[src/rtl/countdown_timer_parameterized.sv]
// Loadable down-counter / timer with one-shot and periodic (auto-reload) modes.
//
// A load is accepted in IDLE (load_ready high). The timer then counts down from
// the loaded value while enable is high, raises a one-cycle underflow pulse on
// the enabled edge after count has reached zero, and either reloads (periodic)
// or returns to IDLE (one-shot). stop aborts a running count silently.
//
// Ports:
//   clk         clock, all logic on the rising edge
//   reset_n     synchronous active-low reset, already synchronized to clk
//   load_valid  load request; load_value and periodic qualified by it
//   load_ready  high in IDLE, when a load can be accepted
//   load_value  start count, also the reload value in periodic mode
//   periodic    1 = auto-reload, 0 = one-shot; sampled at load acceptance
//   enable      count advances only while high
//   stop        abort a running count (no underflow pulse)
//   count       current count value
//   running     high while in RUN
//   underflow   one-cycle pulse when the count expires
//   load_err    one-cycle pulse on a zero or clamped (out-of-range) load
module countdown_timer_parameterized #(
    parameter int unsigned MAX_VALUE = 64,
    parameter int unsigned WIDTH     = $clog2(MAX_VALUE + 1)
) (
    input  logic             clk,
    input  logic             reset_n,
    input  logic             load_valid,
    output logic             load_ready,
    input  logic [WIDTH-1:0] load_value,
    input  logic             periodic,
    input  logic             enable,
    input  logic             stop,
    output logic [WIDTH-1:0] count,
    output logic             running,
    output logic             underflow,
    output logic             load_err
);

    localparam logic [WIDTH-1:0] MaxVal = WIDTH'(MAX_VALUE);

    typedef enum logic [0:0] {StIdle, StRun} state_e;

    state_e           state_q, state_d;
    logic [WIDTH-1:0] count_q, count_d;
    logic [WIDTH-1:0] reload_q, reload_d;
    logic             mode_q, mode_d;
    logic             underflow_q, underflow_d;
    logic             load_err_q, load_err_d;

    // State register
    always_ff @(posedge clk) begin
        if (!reset_n) begin
            state_q     <= StIdle;
            count_q     <= '0;
            reload_q    <= '0;
            mode_q      <= 1'b0;
            underflow_q <= 1'b0;
            load_err_q  <= 1'b0;
        end else begin
            state_q     <= state_d;
            count_q     <= count_d;
            reload_q    <= reload_d;
            mode_q      <= mode_d;
            underflow_q <= underflow_d;
            load_err_q  <= load_err_d;
        end
    end

    // Next-state logic
    always_comb begin
        state_d     = state_q;
        count_d     = count_q;
        reload_d    = reload_q;
        mode_d      = mode_q;
        underflow_d = 1'b0;
        load_err_d  = 1'b0;

        case (state_q)
            StIdle: begin
                // stop and enable have no effect while idle
                if (load_valid) begin
                    if (load_value == '0) begin
                        load_err_d = 1'b1;
                    end else begin
                        state_d = StRun;
                        mode_d  = periodic;
                        if (load_value > MaxVal) begin
                            // Clamp and flag, but still start the timer
                            count_d    = MaxVal;
                            reload_d   = MaxVal;
                            load_err_d = 1'b1;
                        end else begin
                            count_d  = load_value;
                            reload_d = load_value;
                        end
                    end
                end
            end
            StRun: begin
                // load_valid is ignored here: load_ready is low
                if (stop) begin
                    count_d = '0;
                    state_d = StIdle;
                end else if (enable) begin
                    if (count_q != '0) begin
                        count_d = count_q - WIDTH'(1);
                    end else begin
                        // Zero is held for one enabled cycle before expiring
                        underflow_d = 1'b1;
                        if (mode_q) begin
                            count_d = reload_q;
                        end else begin
                            state_d = StIdle;
                        end
                    end
                end
            end
            default: begin
                state_d = StIdle;
            end
        endcase
    end

    // Outputs
    always_comb begin
        running    = (state_q == StRun);
        load_ready = (state_q == StIdle);
        count      = count_q;
        underflow  = underflow_q;
        load_err   = load_err_q;
    end

endmodule

[config.mk]
export PLATFORM = sky130hd
export DESIGN_NAME = countdown_timer_parameterized
export DESIGN_NICKNAME = d
export VERILOG_FILES = /design/src/rtl/countdown_timer_parameterized.sv
export SDC_FILE = /design/constraint.sdc
export NUM_CORES = 1
export LEC_CHECK = 0
export CAP_MARGIN = 0
export CELL_PAD_IN_SITES_DETAIL_PLACEMENT = 0
export CELL_PAD_IN_SITES_GLOBAL_PLACEMENT = 1
export CORE_MARGIN = 4
export CORE_UTILIZATION = 36
export CTS_CLUSTER_SIZE = 12
export DETAILED_ROUTE_END_ITERATION = 12
export GPL_ROUTABILITY_DRIVEN = 0
export PLACE_DENSITY = 0.88
export SYNTH_ARGS = -nofsm -noshare
export SYNTH_HDL_FRONTEND = slang
export SYNTH_SLANG_ARGS = --single-unit
export TNS_END_PERCENT = 30
[constraint.sdc]
create_clock -name clk -period 2.7 [get_ports clk]
set_input_delay 0.675 -clock clk [delete_from_list [all_inputs] [get_ports clk]]
set_output_delay 0.675 -clock clk [all_outputs]
set_load 0.005 [all_outputs]
# After elaboration in Yosys (flattened, before gate mapping)
# Index checks and enable logic that the tools add are counted.
# Widths: inputs -> output; s select.
# word_totals
out_inout_bits	11
ff_bits	18
# op_classes
reduce_logical	6
mux	18
add_sub_neg	1
eq_ne	4
order_cmp	1
bitwise_logic	5
# ops
operator	count
$mux 7	7
$pmux 7 s2	1
$mux 1	9
$gt 7x7->1 const B	1
$logic_not 7->1	1
$reduce_bool 7->1	1
$sub 7x1->7 const B	1
$not 1->1	5
$ne 2x2->1 const B	2
$ne 4x2->1 const B	1
$reduce_and 4->1	1
$reduce_or 4->1	1
$ne 3x3->1 const B	1
$reduce_and 3->1	1
$reduce_or 3->1	1
$pmux 1 s2	1

# Longest topological paths before layout
# logic_depth
ltp_word	5
depth_mapped	7
depth_no_buf	6

# Worst setup path after synthesis
# OpenSTA, ideal clock, no wires.
# synth_timing
path_type	input-to-reg
start	in load_value[0]
end	reg count_q[4] (netlist: count[4])
t_arrival_ns	2.242
setup_time_ns	0.119
setup_slack_ns	0.339
path_stages	6
cell_sequence	or4_4 o41a_1 buf_6 or2_1 buf_6 o221a_1
# synth_via
elab_chain_cells	5
word_cells_on_any_way	8
classes_between	order compare: 1; eq/ne: 1; mux: 4; reduce/logical: 2
# synth_rtl
item	line	source
from (decl)	29	input logic [WIDTH-1:0] load_value,
$gt 7x7->1	87	if (load_value > MaxVal) begin
$mux 7	87	
$mux 7	82	if (load_value == '0) begin
$mux 7	81	if (load_valid) begin
$pmux 7 s2	78	case (state_q)
to (signal assigned)	61	count_q <= count_d;
to (decl)	44	logic [WIDTH-1:0] count_q, count_d;
# Several ways; a longest one is shown, not always the timed one. The select of a mux whose other input is x is not followed.
# A chain may end at the register's enable or synchronous reset.

# Worst setup path after layout
# Ends and elaborated chain as after synthesis.

==> out/qor.yml <==
run_status: "finished clean"
grt_pass1_wl_um: 4720
slowest_delay_ps: 560
core_area_um2: 2760
cts_buffer_depth: 2
p_leak_nw: 0.505
syn_to_final_growth_pct: 31.0
path_buf_inv: 1
setup_tns_ps: 0
dp_hpwl_um: 2150
clock_power_share: 0.240
switching_share: 0.314
synth_cell_types: 36
track_usage: 0.167
r2r-end: "count[4]$_SDFFE_PN0P_"
timing.fmax_mhz: 423
path_class: "in -> reg"
arrival_ps: 2550
mostFrequentLayoutCells: "clkdlybuf4s50_1 (23), nand2_1 (20), dfxtp_1 (18)"
path_delay_family: "simple AND/OR/NAND/NOR gates"
start_util: 0.379
power.switching_uw: 216
synth_area_um2: 1050
ant_nets: 0
io_pins: 24
path_depth: 5
worstSetupEndpointType: "register"
crit_required_ps: 2890
p_per_area_nw_per_um2: 504
pwr-share-seq: 0.451
worstHoldStart: "reload_q[1]$_SDFFE_PN0P_"
critPathMaxFanout: 5
grt_setup_unrepaired: "false"
portBuffers: 23
post_drt_wl_per_cell_um: 15.1
htree_num_levels: 1
tightest_slew_ps: 569
cts_buffers: 3
syn_inst: 126
die_x_um: 61.9
dr_total_vias: 1043
cts_sinks: 18
r2r_start: "count[0]$_SDFFE_PN0P_"
max_cap_viol_count: 0
antenna_found_initial: 0
diodes: 0
dominantRegCellSynth: "dfxtp_1"
clk_pin_slew_ps: 100
cp_cell_sequence: "clkdlybuf4s50_1, or4_4, o41a_1, or2_1, o221a_1"
wirelength_um: 2790
ir_drop_mv: 0.377
die-area_um2: 3830
clock_latency_ps: 290
yosys_register_bits: 18
post-cts-setup-buffers: 0
finalCritPeriodShare: 0.875
setup_viol_count_final: 0
hold_end: "reload_q[1]$_SDFFE_PN0P_"
setup_slack_ps: 337
combPwrFrac: 0.309
post-route-min-period_ps: 2360
synthArstFlopShare: 0
whs_path_depth: 2
synth_edf_count: 0
rrSetupSlack_ps: 720
start_kind: "input port"
ys_warn_count: 0
post_cts_resized: 0
viasPerCell: 5.67
cts_root_buf: "clkbuf_4"
hp-class: "reg -> reg"
skew_ps: 2.24
hold_viol_final: 0
intPower_uw: 474
drc: 0
max_slew_margin: 0.620
grt_max_degree: 19
mostFrequentLayoutCell: "clkdlybuf4s50_1"
cts-hold-fix-buffers: 0
seq_area_frac_synth: 0.344
worst_r2r_path_depth: 6
cts_tree: "built"
grt_overflow: 0
fp.dieH_um: 61.9
firstDrtPassIters: 4
synth_area_per_cell_um2: 8.30
first_iter_violations: 37
grt_pass1_vias: 1050
layout.nets: 169
crit_path_top_delay_cell: "or4_4"
rows: 19
synth_nets: 141
final_layout_size_suffix_gt1_frac: 0.111
pre_cts_ws_ps: 39.5
drv_slew: 0
==> stage by stage <==
step           power, mW  area [µm²]  cells  utilization  hold slack, ps
2_1_floorplan      0.439        1050    126            -             431
5_1_grt            0.736        1370    184        0.497             470
3_3_place_gp       0.524        1330    180        0.484             445
4_1_cts            0.693        1370    184        0.497             464
3_5_place_dp       0.528        1330    180        0.484             450
6_report           0.690        1370    184        0.497             462
==> registers in the layout, summed over array words and instances, names as in the netlist <==
name and count:
underflow 1, running 1, mode_q 1, load_err 1
reload_q 7, count 7
==> cells by family (layout without fill, tap and decap cells) <==
family                     after synthesis  after routing  share of synthesized area
AOI/OAI and AO/OA                       45             45                      0.315
xor gates and xnor gates                 4              4                     0.0335
adders and majority gates                2              2                     0.0239
buffers and inverters                   13             40                     0.0610
DFF                                     18             18                      0.345
and+or+nand+nor                         44             44                      0.222
==> layout make-up <==
class	instances	area (µm²)
clock buffers	4	36.3
fillers	274	1390
multi-input cells	95	622
inverters	4	15.0
well taps	31	38.8
repair buffers	32	298
flip-flops and latches	18	360
==> how the worst max path moves through the flow <==
stage                             start                     to  slack [ps]
after floorplan           load_value[0]  count[4]$_SDFFE_PN0P_         340
after global placement    load_value[0]  count[4]$_SDFFE_PN0P_          70
after detailed placement  load_value[0]  count[4]$_SDFFE_PN0P_          40
after CTS                 load_value[0]  count[0]$_SDFFE_PN0P_         350
after global routing      load_value[0]  count[1]$_SDFFE_PN0P_         250
final                     load_value[0]  count[4]$_SDFFE_PN0P_         340
==> power by group through the flow <==
| stage | Sequential (mW) | Clock [mW] | Combinational [mW] |
|---|---|---|---|
| 6_report | 0.311 | 0.165 | 0.214 |
| 5_1_grt | 0.315 | 0.182 | 0.238 |
| 4_1_cts | 0.311 | 0.169 | 0.213 |
| 3_5_place_dp | 0.317 | 0 | 0.212 |
| 3_3_place_gp | 0.317 | 0 | 0.207 |
| 2_1_floorplan | 0.308 | 0 | 0.130 |
==> per-layer routing <==
layer / up-vias / part of all wire / GRT usage
li1: 519 / - / -
met1: 488 / 0.46 / 0.207
met2: 34 / 0.48 / 0.278
met3: 2 / 0.061 / 0.0372
met4: 0 / 0.0061 / 0.0697
met5: - / 0 / 0
==> synth_stat cells (3+ instances only) <==
master	count	area share
a21boi_0	4	0.029
o211ai_1	3	0.022
o21ai_0	6	0.029
a31oi_1	7	0.042
o31ai_1	11	0.079
dfxtp_1	18	0.34
inv_1	4	0.014
clkbuf_1	6	0.022
a21boi_1	5	0.036
nand3b_1	6	0.043
nand2_1	20	0.072
nor2_1	4	0.014
==> worst reg2reg max path, stage by stage, from the launching register on <==
cell and delay (ps):
dfxtp_1 360, inv_1 90, ha_1 160, nor4b_1 460, a31oi_1 240, or2_1 310
o221a_1 250
No activity file was read; power rests on OpenSTA's default activity.
